## src/rtl/mc_ctrl_pkg.sv

```systemverilog
// Shared definitions for the multi-cycle MIPS controller: state encodings,
// opcodes, datapath mux codes and the bundled control-output struct.
package mc_ctrl_pkg;

    typedef enum logic [3:0] {
        FETCH     = 4'd0,
        DECODE    = 4'd1,
        MEM_ADDR  = 4'd2,
        MEM_READ  = 4'd3,
        MEM_WB    = 4'd4,
        MEM_WRITE = 4'd5,
        R_EXEC    = 4'd6,
        R_WB      = 4'd7,
        BRANCH    = 4'd8,
        JUMP      = 4'd9,
        I_EXEC    = 4'd10,
        I_WB      = 4'd11,
        TRAP      = 4'd15
    } state_e;

    localparam logic [5:0] OP_RTYPE = 6'b000000;
    localparam logic [5:0] OP_J     = 6'b000010;
    localparam logic [5:0] OP_BEQ   = 6'b000100;
    localparam logic [5:0] OP_LW    = 6'b100011;
    localparam logic [5:0] OP_SW    = 6'b101011;
    localparam logic [5:0] OP_ADDI  = 6'b001000;
    localparam logic [5:0] OP_ANDI  = 6'b001100;

    localparam logic [1:0] ALUOP_ADD   = 2'b00;
    localparam logic [1:0] ALUOP_SUB   = 2'b01;
    localparam logic [1:0] ALUOP_FUNCT = 2'b10;
    localparam logic [1:0] ALUOP_AND   = 2'b11;

    localparam logic [1:0] SRCB_B       = 2'b00;
    localparam logic [1:0] SRCB_FOUR    = 2'b01;
    localparam logic [1:0] SRCB_IMM     = 2'b10;
    localparam logic [1:0] SRCB_IMM_SH2 = 2'b11;

    localparam logic [1:0] PCSRC_ALU    = 2'b00;
    localparam logic [1:0] PCSRC_ALUOUT = 2'b01;
    localparam logic [1:0] PCSRC_JUMP   = 2'b10;

    typedef struct packed {
        logic       pc_write;
        logic       pc_write_cond;
        logic       i_or_d;
        logic       mem_read;
        logic       mem_write;
        logic       mem_to_reg;
        logic       ir_write;
        logic       alu_src_a;
        logic       reg_write;
        logic       reg_dst;
        logic       zero_ext;
        logic [1:0] pc_source;
        logic [1:0] alu_src_b;
        logic [1:0] alu_op;
        logic       instr_done;
        logic       illegal;
    } ctrl_t;

    // State entered after DECODE for a given opcode; unknown opcodes trap.
    function automatic state_e decode_target(input logic [5:0] op);
        case (op)
            OP_LW, OP_SW:     return MEM_ADDR;
            OP_RTYPE:         return R_EXEC;
            OP_BEQ:           return BRANCH;
            OP_J:             return JUMP;
            OP_ADDI, OP_ANDI: return I_EXEC;
            default:          return TRAP;
        endcase
    endfunction

endpackage

```

## src/rtl/multi_cycle_control_if.sv

```systemverilog
// Control bus between the multi-cycle controller and the MIPS datapath.
// master = controller side, slave = datapath side.
interface multi_cycle_control_if #(parameter int CNT_W = 32) ();

    logic [5:0]       OpCode;
    logic             MemReady;
    logic             Stall;
    logic             Zero;

    logic             PCWrite;
    logic             PCWriteCond;
    logic             IorD;
    logic             MemRead;
    logic             MemWrite;
    logic             MemtoReg;
    logic             IRWrite;
    logic             ALUSrcA;
    logic             RegWrite;
    logic             RegDst;
    logic             ZeroExt;
    logic [1:0]       PCSource;
    logic [1:0]       ALUSrcB;
    logic [1:0]       ALUOp;
    logic [3:0]       State;
    logic             InstrDone;
    logic             Illegal;
    logic [CNT_W-1:0] RetiredCount;

    modport master (
        input  OpCode, MemReady, Stall, Zero,
        output PCWrite, PCWriteCond, IorD, MemRead, MemWrite, MemtoReg, IRWrite,
               ALUSrcA, RegWrite, RegDst, ZeroExt, PCSource, ALUSrcB, ALUOp,
               State, InstrDone, Illegal, RetiredCount
    );

    modport slave (
        output OpCode, MemReady, Stall, Zero,
        input  PCWrite, PCWriteCond, IorD, MemRead, MemWrite, MemtoReg, IRWrite,
               ALUSrcA, RegWrite, RegDst, ZeroExt, PCSource, ALUSrcB, ALUOp,
               State, InstrDone, Illegal, RetiredCount
    );

endinterface

```

## src/rtl/mc_ctrl_decode.sv

```systemverilog
// Purely combinational decode of (state, opcode, handshake) into the
// datapath control lines. Moore outputs except the FETCH/MEM_WRITE handshake terms.
module mc_ctrl_decode
    import mc_ctrl_pkg::*;
(
    input  state_e     state,
    input  logic [5:0] op_code,
    input  logic       mem_ready,
    input  logic       stall,
    output ctrl_t      ctrl
);

    // Per-state control decode.
    always_comb begin
        // NOTE: every field defaults to 0 first, so a state that omits a signal cannot infer a latch.
        ctrl = '0;
        case (state)
            FETCH: begin
                ctrl.mem_read  = ~stall;
                ctrl.alu_src_b = SRCB_FOUR;
                ctrl.ir_write  = mem_ready & ~stall;
                ctrl.pc_write  = mem_ready & ~stall;
            end
            DECODE: begin
                ctrl.alu_src_b = SRCB_IMM_SH2;
            end
            MEM_ADDR: begin
                ctrl.alu_src_a = 1'b1;
                ctrl.alu_src_b = SRCB_IMM;
            end
            MEM_READ: begin
                ctrl.mem_read = 1'b1;
                ctrl.i_or_d   = 1'b1;
            end
            MEM_WB: begin
                ctrl.reg_write  = 1'b1;
                ctrl.mem_to_reg = 1'b1;
                ctrl.instr_done = 1'b1;
            end
            MEM_WRITE: begin
                ctrl.mem_write  = 1'b1;
                ctrl.i_or_d     = 1'b1;
                ctrl.instr_done = mem_ready;
            end
            R_EXEC: begin
                ctrl.alu_src_a = 1'b1;
                ctrl.alu_op    = ALUOP_FUNCT;
            end
            R_WB: begin
                ctrl.reg_write  = 1'b1;
                ctrl.reg_dst    = 1'b1;
                ctrl.instr_done = 1'b1;
            end
            BRANCH: begin
                ctrl.alu_src_a     = 1'b1;
                ctrl.alu_op        = ALUOP_SUB;
                ctrl.pc_write_cond = 1'b1;
                ctrl.pc_source     = PCSRC_ALUOUT;
                ctrl.instr_done    = 1'b1;
            end
            JUMP: begin
                ctrl.pc_write   = 1'b1;
                ctrl.pc_source  = PCSRC_JUMP;
                ctrl.instr_done = 1'b1;
            end
            I_EXEC: begin
                ctrl.alu_src_a = 1'b1;
                ctrl.alu_src_b = SRCB_IMM;
                if (op_code == OP_ANDI) begin
                    ctrl.alu_op   = ALUOP_AND;
                    ctrl.zero_ext = 1'b1;
                end else begin
                    ctrl.alu_op   = ALUOP_ADD;
                end
            end
            I_WB: begin
                ctrl.reg_write  = 1'b1;
                ctrl.instr_done = 1'b1;
            end
            TRAP: begin
                ctrl.illegal = 1'b1;
            end
            default: ;
        endcase
    end

endmodule

```

## src/rtl/multi_cycle_control.sv

```systemverilog
// Multi-cycle MIPS controller: state register, next-state sequencing,
// retired-instruction counter; output decode lives in mc_ctrl_decode.
module multi_cycle_control
    import mc_ctrl_pkg::*;
#(
    parameter int CNT_W = 32
) (
    input  logic                  Clk,
    input  logic                  Rst_n,
    multi_cycle_control_if.master bus
);

    state_e           state_q, state_d;
    logic [CNT_W-1:0] retired_count_q, retired_count_d;
    ctrl_t            ctrl, ctrl_out;

    // The branch decision (PCWriteCond & Zero) is resolved in the datapath.
    logic unused_zero;
    assign unused_zero = bus.Zero;

    mc_ctrl_decode u_decode (
        .state     (state_q),
        .op_code   (bus.OpCode),
        .mem_ready (bus.MemReady),
        .stall     (bus.Stall),
        .ctrl      (ctrl)
    );

    // Next-state sequencing and retired-instruction count.
    always_comb begin
        state_d         = state_q;
        retired_count_d = retired_count_q + CNT_W'(ctrl.instr_done);
        case (state_q)
            FETCH:     if (!bus.Stall && bus.MemReady) state_d = DECODE;
            DECODE:    state_d = decode_target(bus.OpCode);
            MEM_ADDR:  state_d = (bus.OpCode == OP_SW) ? MEM_WRITE : MEM_READ;
            MEM_READ:  if (bus.MemReady) state_d = MEM_WB;
            MEM_WRITE: if (bus.MemReady) state_d = FETCH;
            R_EXEC:    state_d = R_WB;
            I_EXEC:    state_d = I_WB;
            MEM_WB, R_WB, BRANCH, JUMP, I_WB: state_d = FETCH;
            TRAP:      state_d = TRAP;
            default:   state_d = TRAP;
        endcase
    end

    // State and counter registers.
    always_ff @(posedge Clk or negedge Rst_n) begin
        if (!Rst_n) begin
            state_q         <= FETCH;
            retired_count_q <= '0;
        end else begin
            // NOTE: non-blocking so every flop samples pre-edge values regardless of statement order.
            state_q         <= state_d;
            retired_count_q <= retired_count_d;
        end
    end

    // Controls are held at 0 for as long as reset is asserted.
    assign ctrl_out = Rst_n ? ctrl : '0;

    assign bus.PCWrite      = ctrl_out.pc_write;
    assign bus.PCWriteCond  = ctrl_out.pc_write_cond;
    assign bus.IorD         = ctrl_out.i_or_d;
    assign bus.MemRead      = ctrl_out.mem_read;
    assign bus.MemWrite     = ctrl_out.mem_write;
    assign bus.MemtoReg     = ctrl_out.mem_to_reg;
    assign bus.IRWrite      = ctrl_out.ir_write;
    assign bus.ALUSrcA      = ctrl_out.alu_src_a;
    assign bus.RegWrite     = ctrl_out.reg_write;
    assign bus.RegDst       = ctrl_out.reg_dst;
    assign bus.ZeroExt      = ctrl_out.zero_ext;
    assign bus.PCSource     = ctrl_out.pc_source;
    assign bus.ALUSrcB      = ctrl_out.alu_src_b;
    assign bus.ALUOp        = ctrl_out.alu_op;
    assign bus.InstrDone    = ctrl_out.instr_done;
    assign bus.Illegal      = ctrl_out.illegal;
    assign bus.State        = state_q;
    assign bus.RetiredCount = retired_count_q;

endmodule

```

## src/flat_wrapper.sv

```systemverilog
// flat-port wrapper written by rule: the top's interface ports become plain ports
module multi_cycle_control_flat import mc_ctrl_pkg::*;
#(
    parameter int CNT_W = 32
)
  (Clk, Rst_n, bus_OpCode, bus_MemReady, bus_Stall, bus_Zero, bus_PCWrite, bus_PCWriteCond, bus_IorD, bus_MemRead, bus_MemWrite, bus_MemtoReg, bus_IRWrite, bus_ALUSrcA, bus_RegWrite, bus_RegDst, bus_ZeroExt, bus_PCSource, bus_ALUSrcB, bus_ALUOp, bus_State, bus_InstrDone, bus_Illegal, bus_RetiredCount);
  multi_cycle_control_if #(.CNT_W(CNT_W)) bus_i ();
  input  logic Clk;
  input  logic Rst_n;
  input wire logic [$bits(bus_i.OpCode)-1:0] bus_OpCode;
  input wire logic [$bits(bus_i.MemReady)-1:0] bus_MemReady;
  input wire logic [$bits(bus_i.Stall)-1:0] bus_Stall;
  input wire logic [$bits(bus_i.Zero)-1:0] bus_Zero;
  output wire logic [$bits(bus_i.PCWrite)-1:0] bus_PCWrite;
  output wire logic [$bits(bus_i.PCWriteCond)-1:0] bus_PCWriteCond;
  output wire logic [$bits(bus_i.IorD)-1:0] bus_IorD;
  output wire logic [$bits(bus_i.MemRead)-1:0] bus_MemRead;
  output wire logic [$bits(bus_i.MemWrite)-1:0] bus_MemWrite;
  output wire logic [$bits(bus_i.MemtoReg)-1:0] bus_MemtoReg;
  output wire logic [$bits(bus_i.IRWrite)-1:0] bus_IRWrite;
  output wire logic [$bits(bus_i.ALUSrcA)-1:0] bus_ALUSrcA;
  output wire logic [$bits(bus_i.RegWrite)-1:0] bus_RegWrite;
  output wire logic [$bits(bus_i.RegDst)-1:0] bus_RegDst;
  output wire logic [$bits(bus_i.ZeroExt)-1:0] bus_ZeroExt;
  output wire logic [$bits(bus_i.PCSource)-1:0] bus_PCSource;
  output wire logic [$bits(bus_i.ALUSrcB)-1:0] bus_ALUSrcB;
  output wire logic [$bits(bus_i.ALUOp)-1:0] bus_ALUOp;
  output wire logic [$bits(bus_i.State)-1:0] bus_State;
  output wire logic [$bits(bus_i.InstrDone)-1:0] bus_InstrDone;
  output wire logic [$bits(bus_i.Illegal)-1:0] bus_Illegal;
  output wire logic [$bits(bus_i.RetiredCount)-1:0] bus_RetiredCount;
  assign bus_i.OpCode = bus_OpCode;
  assign bus_i.MemReady = bus_MemReady;
  assign bus_i.Stall = bus_Stall;
  assign bus_i.Zero = bus_Zero;
  assign bus_PCWrite = bus_i.PCWrite;
  assign bus_PCWriteCond = bus_i.PCWriteCond;
  assign bus_IorD = bus_i.IorD;
  assign bus_MemRead = bus_i.MemRead;
  assign bus_MemWrite = bus_i.MemWrite;
  assign bus_MemtoReg = bus_i.MemtoReg;
  assign bus_IRWrite = bus_i.IRWrite;
  assign bus_ALUSrcA = bus_i.ALUSrcA;
  assign bus_RegWrite = bus_i.RegWrite;
  assign bus_RegDst = bus_i.RegDst;
  assign bus_ZeroExt = bus_i.ZeroExt;
  assign bus_PCSource = bus_i.PCSource;
  assign bus_ALUSrcB = bus_i.ALUSrcB;
  assign bus_ALUOp = bus_i.ALUOp;
  assign bus_State = bus_i.State;
  assign bus_InstrDone = bus_i.InstrDone;
  assign bus_Illegal = bus_i.Illegal;
  assign bus_RetiredCount = bus_i.RetiredCount;
  multi_cycle_control #(.CNT_W(CNT_W)) u_core (.Clk(Clk), .Rst_n(Rst_n), .bus(bus_i));
endmodule
```

## config.mk

```make
export PLATFORM = sky130hd
export DESIGN_NAME = multi_cycle_control_flat
export DESIGN_NICKNAME = d
export VERILOG_FILES = /design/src/rtl/mc_ctrl_pkg.sv /design/src/rtl/multi_cycle_control_if.sv /design/src/rtl/mc_ctrl_decode.sv /design/src/rtl/multi_cycle_control.sv /design/src/flat_wrapper.sv
export SDC_FILE = /design/constraint.sdc
export NUM_CORES = 1
export LEC_CHECK = 0
export CAP_MARGIN = 0
export CORE_ASPECT_RATIO = 1.4
export CORE_MARGIN = 1.5
export CORE_UTILIZATION = 46
export CTS_CLUSTER_SIZE = 16
export DETAILED_ROUTE_END_ITERATION = 10
export GPL_ROUTABILITY_DRIVEN = 0
export MAX_ROUTING_LAYER = met4
export PLACE_DENSITY_LB_ADDON = 0.1
export SETUP_SLACK_MARGIN = 0.2
export SYNTH_ARGS = -nofsm -noshare
export SYNTH_HDL_FRONTEND = slang
export SYNTH_SLANG_ARGS = --single-unit
```

## constraint.sdc

```tcl
create_clock -name Clk -period 2.8 [get_ports Clk]
set_input_delay 0.56 -clock Clk [delete_from_list [all_inputs] [get_ports Clk]]
set_output_delay 0.56 -clock Clk [all_outputs]
set_load 0.02 [all_outputs]
```

==> metrics.txt <==
syn nets=between 200 and 250; Routed WL per cell=about 15 µm; clock buffer depth=2; main area contributors after synthesis=dfrtp_1 43%, xnor2_1 11%, nand4_1 3.6%; WL met3=268 µm; Worst Path Arrival=1.96 ns; RSZ-0062 raised after global routing=yes; max cap viols=0; Async S/R FF share, synth=between 90% and 100%; insertion delay to the later sink of the worst-skew pair=roughly 0.30 ns; IO Pins=66; post-layout minimum cycle time=2.52 ns; core area=about 0.0043 mm²; max-slew violations=0; starting density of the core=just under 50%; area occupied by multi-input gates=0.00123 mm²; Detail Placement HPWL=around 3.8 mm; Rows=28; initial antenna violation count=0; CTS tree=done; met2 WL post-DR=2.94 mm; Finish-stage setup viols=0; chip height=82.5 µm; final worst slack=0.277 ns; leakage power=1.43 nW; reg-to-reg endpoint=u_core.bus.RetiredCount[28]; critical register-to-register path startpoint=u_core.bus.State[2]; root buf cell=clkbuf_8; crit-path max FO=11; H-Tree Depth=2; clock sink count=36; Power Density=between 700 and 800 mW/mm²; share of the synthesized area in the top cell type=about 43%; Final period util=about nine tenths; Yosys top cell by area=dfrtp_1; number of detailed-route iterations in the first pass=4; CP top delay family=buffers and inverters; post-synthesis cell area=~0.0021 mm²; CP peak stage delay=about 0.62 ns; cell count after synthesis=~210; Max Used Layer=met4; slowest CP cell=clkdlybuf4s50_1; Synth cell types=42; Setup WS pre-CTS=-0.307 ns; startpoint types=register; Worst setup EP type=primary output; routed via count=approximately 2000; first-pass GRT wire length=slightly above 8 mm; Syn Area/Cell=between 9 and 10 µm²; Crit Path Class=register to primary output; final wirelength=around 5.4 mm; most common cell in the netlist=dfrtp_1; HP Class=primary input to asynchronous set/reset pin; Peak VDD IR=between 0.0006 and 0.0007 V; fillers=approximately 330; post-route cell area=approximately 0.0032 mm²; f_max=396 MHz; die area=a little under 0.005 mm²; Worst Path Required=2.24 ns; fin nets=roughly 320; gr usage total=22.0%; Syn-to-layout area delta=54.3%; reg2reg path depth=11; register area share after synthesis=43.4%; vias per inst=5.48; Iter 0 DRT Violations=72; Detail Route Antenna Nets=0; largest net degree at the start of global routing=32; CP Cell Sequence=buf_4 > nor2_2 > nand2_1 > nor2_1 > clkdlybuf4s50_1; Most used DFF post-synth=dfrtp_1; Final Hold Fails=0; Ys Warns=0; diode count=0; clk_skew=between 0.01 and 0.015 ns; outcome=finished clean; total gr overflow=0; Bufs and invs on worst path=2; Post-route DRC=0; vias in the first global route=approximately 1900; Yosys reg bits=36; Slew @ Worst Pin=about 0.47 ns; fraction of layout cells with a size suffix above 1=19.7%; Post-synth EDFFs=0; wl on met1=2.10 mm; Placed Instance Area=between 0.002 and 0.003 mm²; CTS Buf Count=5; internal reg-to-reg setup slack=~0.3 ns; worst hold slack=0.321 ns; Slew HR=about two thirds; Register Area=roughly 900 µm²; synth cell count leaders=36 x dfrtp_1, 27 x xnor2_1, 17 x nand2_1; input/output buffers=64; clk slew on worst S/H paths=around 0.080 ns; Post-CTS Hold Fix Bufs=0; die width=between 50 and 60 µm
## stage by stage
| step | setup TNS [ns] | total power [mW] | std cells | util, % |
|---|---|---|---|---|
| 2_1_floorplan | 0 | 1.41 | 214 | - |
| 3_3_place_gp | -0.848 | 1.91 | 351 | 68.7 |
| 3_5_place_dp | -1.30 | 1.91 | 351 | 68.7 |
| 4_1_cts | 0 | 2.37 | 359 | 71.2 |
| 5_1_grt | 0 | 2.61 | 365 | 75.0 |
| 6_report | 0 | 2.46 | 365 | 75.0 |
## flip-flops by register name, summed over array words and instances (netlist names)
register and cells:
u_core.bus.State 4, u_core.bus.RetiredCount 32
## cells by family (layout without fill, tap and decap cells)
group | after synthesis | in the layout | synth area share, %
compound gates | 24 | 24 | 8.92
xor+xnor | 33 | 33 | 13.9
fa+ha+maj | 3 | 3 | 1.81
buf+inv | 12 | 103 | 2.35
flops | 36 | 36 | 43.4
simple gates | 106 | 106 | 29.6
## routing by layer
layer / track usage (%) / vias to the layer above
met5: - / -
met4: 9.11 / 0
met3: 4.21 / 9
met2: 38.9 / 83
met1: 23.8 / 966
li1: - / 941
## layout make-up
cell class | instances | area share [%]
Sequential cell | 36 | 28.1
Multi-Input combinational cell | 166 | 38.4
Clock buffer | 5 | 2.15
Inverter | 4 | 0.468
Clock inverter | 3 | 1.33
Timing Repair Buffer | 91 | 27.2
Tap cell | 60 | 2.34
## where the power goes
part           total [mW]  switching, mW  internal, mW
combinational        1.27          0.682         0.588
sequential          0.733          0.129         0.604
clock               0.462          0.198         0.264
## layout by cell type (no fill, tap or decap), types with 3 or more instances in the layout
cell type and instances:
a21oi_1 3, a31oi_1 3, and2_1 5, and3_1 7, and4_1 3, buf_2 4, buf_4 25, clkbuf_8 5
clkdlybuf4s50_1 49, dfrtp_1 35, dlymetal6s2s_1 8, inv_1 4, nand2_1 16, nand2b_1 4, nand3_1 11, nand4_1 12
nor2_1 14, nor3_1 8, nor4_4 3, o21ai_0 4, o21bai_1 3, or2_2 3, xnor2_1 27, xor2_1 6
## worst max-delay path by stage
stage	start	endpoint	slack [ns]	cells after the start
6_report	u_core.bus.State[2]	bus_ALUSrcB[0]	0.28	5
5_1_grt	u_core.bus.State[2]	u_core.bus.RetiredCount[30]	0.16	11
4_1_cts	bus_OpCode[4]	bus_ALUOp[0]	0.001	6
3_5_place_dp	bus_OpCode[0]	bus_ALUOp[0]	-0.31	6
3_3_place_gp	bus_OpCode[0]	bus_ALUOp[0]	-0.28	6
2_1_floorplan	u_core.bus.State[3]	u_core.bus.RetiredCount[24]	0.25	10
## timing repair
| item | in CTS | in global routing |
|---|---|---|
| endpoints found under the setup margin | 7 | 21 |
| cloned | 0 | 1 |
| resized for setup | 16 | 25 |
| pin swaps | 2 | 6 |
| setup buffers | 0 | 5 |
Power figures use the tool's default switching activity.
==> variant: new RTL, config.mk and constraints unchanged <==
`CNT_W` is set to 32 in 3 places; all go to 48.
--- a/src/rtl/multi_cycle_control_if.sv
+++ b/src/rtl/multi_cycle_control_if.sv
@@ -1,6 +1,6 @@
 // Control bus between the multi-cycle controller and the MIPS datapath.
 // master = controller side, slave = datapath side.
-interface multi_cycle_control_if #(parameter int CNT_W = 32) ();
+interface multi_cycle_control_if #(parameter int CNT_W = 48) ();
 
     logic [5:0]       OpCode;
     logic             MemReady;
--- a/src/rtl/multi_cycle_control.sv
+++ b/src/rtl/multi_cycle_control.sv
@@ -3,7 +3,7 @@
 module multi_cycle_control
     import mc_ctrl_pkg::*;
 #(
-    parameter int CNT_W = 32
+    parameter int CNT_W = 48
 ) (
     input  logic                  Clk,
     input  logic                  Rst_n,
--- a/src/flat_wrapper.sv
+++ b/src/flat_wrapper.sv
@@ -1,7 +1,7 @@
 // flat-port wrapper written by rule: the top's interface ports become plain ports
 module multi_cycle_control_flat import mc_ctrl_pkg::*;
 #(
-    parameter int CNT_W = 32
+    parameter int CNT_W = 48
 )
   (Clk, Rst_n, bus_OpCode, bus_MemReady, bus_Stall, bus_Zero, bus_PCWrite, bus_PCWriteCond, bus_IorD, bus_MemRead, bus_MemWrite, bus_MemtoReg, bus_IRWrite, bus_ALUSrcA, bus_RegWrite, bus_RegDst, bus_ZeroExt, bus_PCSource, bus_ALUSrcB, bus_ALUOp, bus_State, bus_InstrDone, bus_Illegal, bus_RetiredCount);
   multi_cycle_control_if #(.CNT_W(CNT_W)) bus_i ();
Interface: changed (resized bus_RetiredCount); port bits go from 66 to 82. No check against the original RTL was run, so the function may have changed too.
==> variant against the unedited design <==
Area after synthesis up 43%; first-iteration DRC count up 110%; critical path type unchanged; critical endpoint is now bus_PCWrite; total power up 7.5%; count of clock-buffer cells in the layout unchanged; synthesized cell count up 41%; worst setup slack better by 0.039 ns; final cell count up 30%; clock power down 4%; register-to-register slack better by 0.03 ns; sequential cell count up 16; largest power group unchanged; cell area up 31%; fmax up 1.6%; wire length up 41%.
==> variant: results (changes against the unedited design) <==
endpoint: "bus_PCWrite"
skew_ns: 0.01546  # +0.005132 ns
ys_seq_area_frac: 0.4368  # +0.003056
first_global_vias: 2564  # +36%
peakVddDrop_mv: 0.5470  # -19%
place_area_sq_um: 3969  # +35%
worst_ep_arrival_time_ns: 1.92  # -0.04 ns
clkLatencyLatePin_ns: 0.32  # +0.02 ns
synth_top_cells_by_count: "dfrtp_1, xor2_1, nor3_1"
final_nets: 414  # +30%
stdcell_count: 474  # +30%
r2r_start: "u_core.bus.State[1]$_DFFE_PN0P_"
drt_iter0_drc: 148  # +110%
p_leak_nw: 1.943  # +36%
grt.met3_usage: 0.03612  # -0.005936
clk_pin_slew_ns: 0.10  # +0.02 ns
holdCritPathClass: "flop to flop"
grt_pass1_wl_mm: 12.11  # +49%
cpPeakStageDelay_ns: 0.49  # -0.13 ns
whs_ns: 0.4682  # +0.1477 ns
r2r_end: "u_core.bus.RetiredCount[36]$_DFF_PN0_"
ys_types: 44  # +4.8%
worst_slew_pin_slew_ns: 0.6553  # +0.1851 ns
routed_wl_mm: 7.582  # +41%
synth_fp_nets: 315  # +38%
grt_use_met1: 0.2547  # +0.01693
track_usage: 0.2196  # -0.0008266
met2_usage: 0.3789  # -0.01027
synth_cells: 302  # +41%
status: "complete, no violations"
grt_max_degree: 53  # +66%
synth_area_leaders: "dfrtp_1, xor2_1, nor4_2, xnor2_1, nand4_1"
port_buffers: 80  # +25%
dpl.hpwl_mm: 5.294  # +40%
cp_max_fo: 9  # -2
largest_reg_flops: 48  # +50%
viasPerCell: 5.671  # +3.5%
variant: final cells by class:
class | instances | area, sq um | area share
tap | 72 | 90.09 | 0.02145
clock inverter | 3 | 21.27 | 0.005064
inverter | 7 | 26.28 | 0.006256
multi-input combinational | 225 | 1668 | 0.3971
timing repair buffer | 110 | 1021 | 0.2431
clock buffer | 5 | 68.82 | 0.01638
sequential | 52 | 1305 | 0.3107
variant: metal layers:
layer	vias to the layer above	wire length, microns
met2	71	4077
met4	0	143
li1	1282	-
met1	1323	3059
met3	12	302
met5	-	0
variant: through the flow:
step                      setup TNS [ns]  setup slack [ns]  power (mW)  utilization
after floorplan                        0            0.2403       1.610            -
after global placement            -4.626           -0.2549       2.108       0.6347
after detailed placement          -5.176           -0.2728       2.125       0.6347
after CTS                              0           0.04884       2.579       0.6511
after global routing                   0            0.1800       2.785       0.6717
final                                  0            0.3159       2.649       0.6717
variant: logic make-up (layout without fill, tap and decap cells):
group                      after synthesis  after routing  synth area share
and+or+nand+nor                        150            150            0.3158
DFF                                     52             52            0.4368
xor gates and xnor gates                48             48            0.1411
AOI/OAI and AO/OA                       25             25           0.05838
buffers and inverters                   25            125           0.03948
adders and majority gates                2              2          0.008398
variant: what timing repair did:
action,4_1_cts,5_1_grt
resized for setup,19,31
setup endpoints to repair,24,42
pin swaps,0,11
cloned,0,1
endpoints found under the hold margin,0,0
setup buffers,2,2
variant: power by group:
| group | internal (mW) | switching (mW) |
|---|---|---|
| clock network | 0.178 | 0.267 |
| logic | 0.567 | 0.669 |
| registers | 0.834 | 0.133 |
| total | 1.58 | 1.07 |
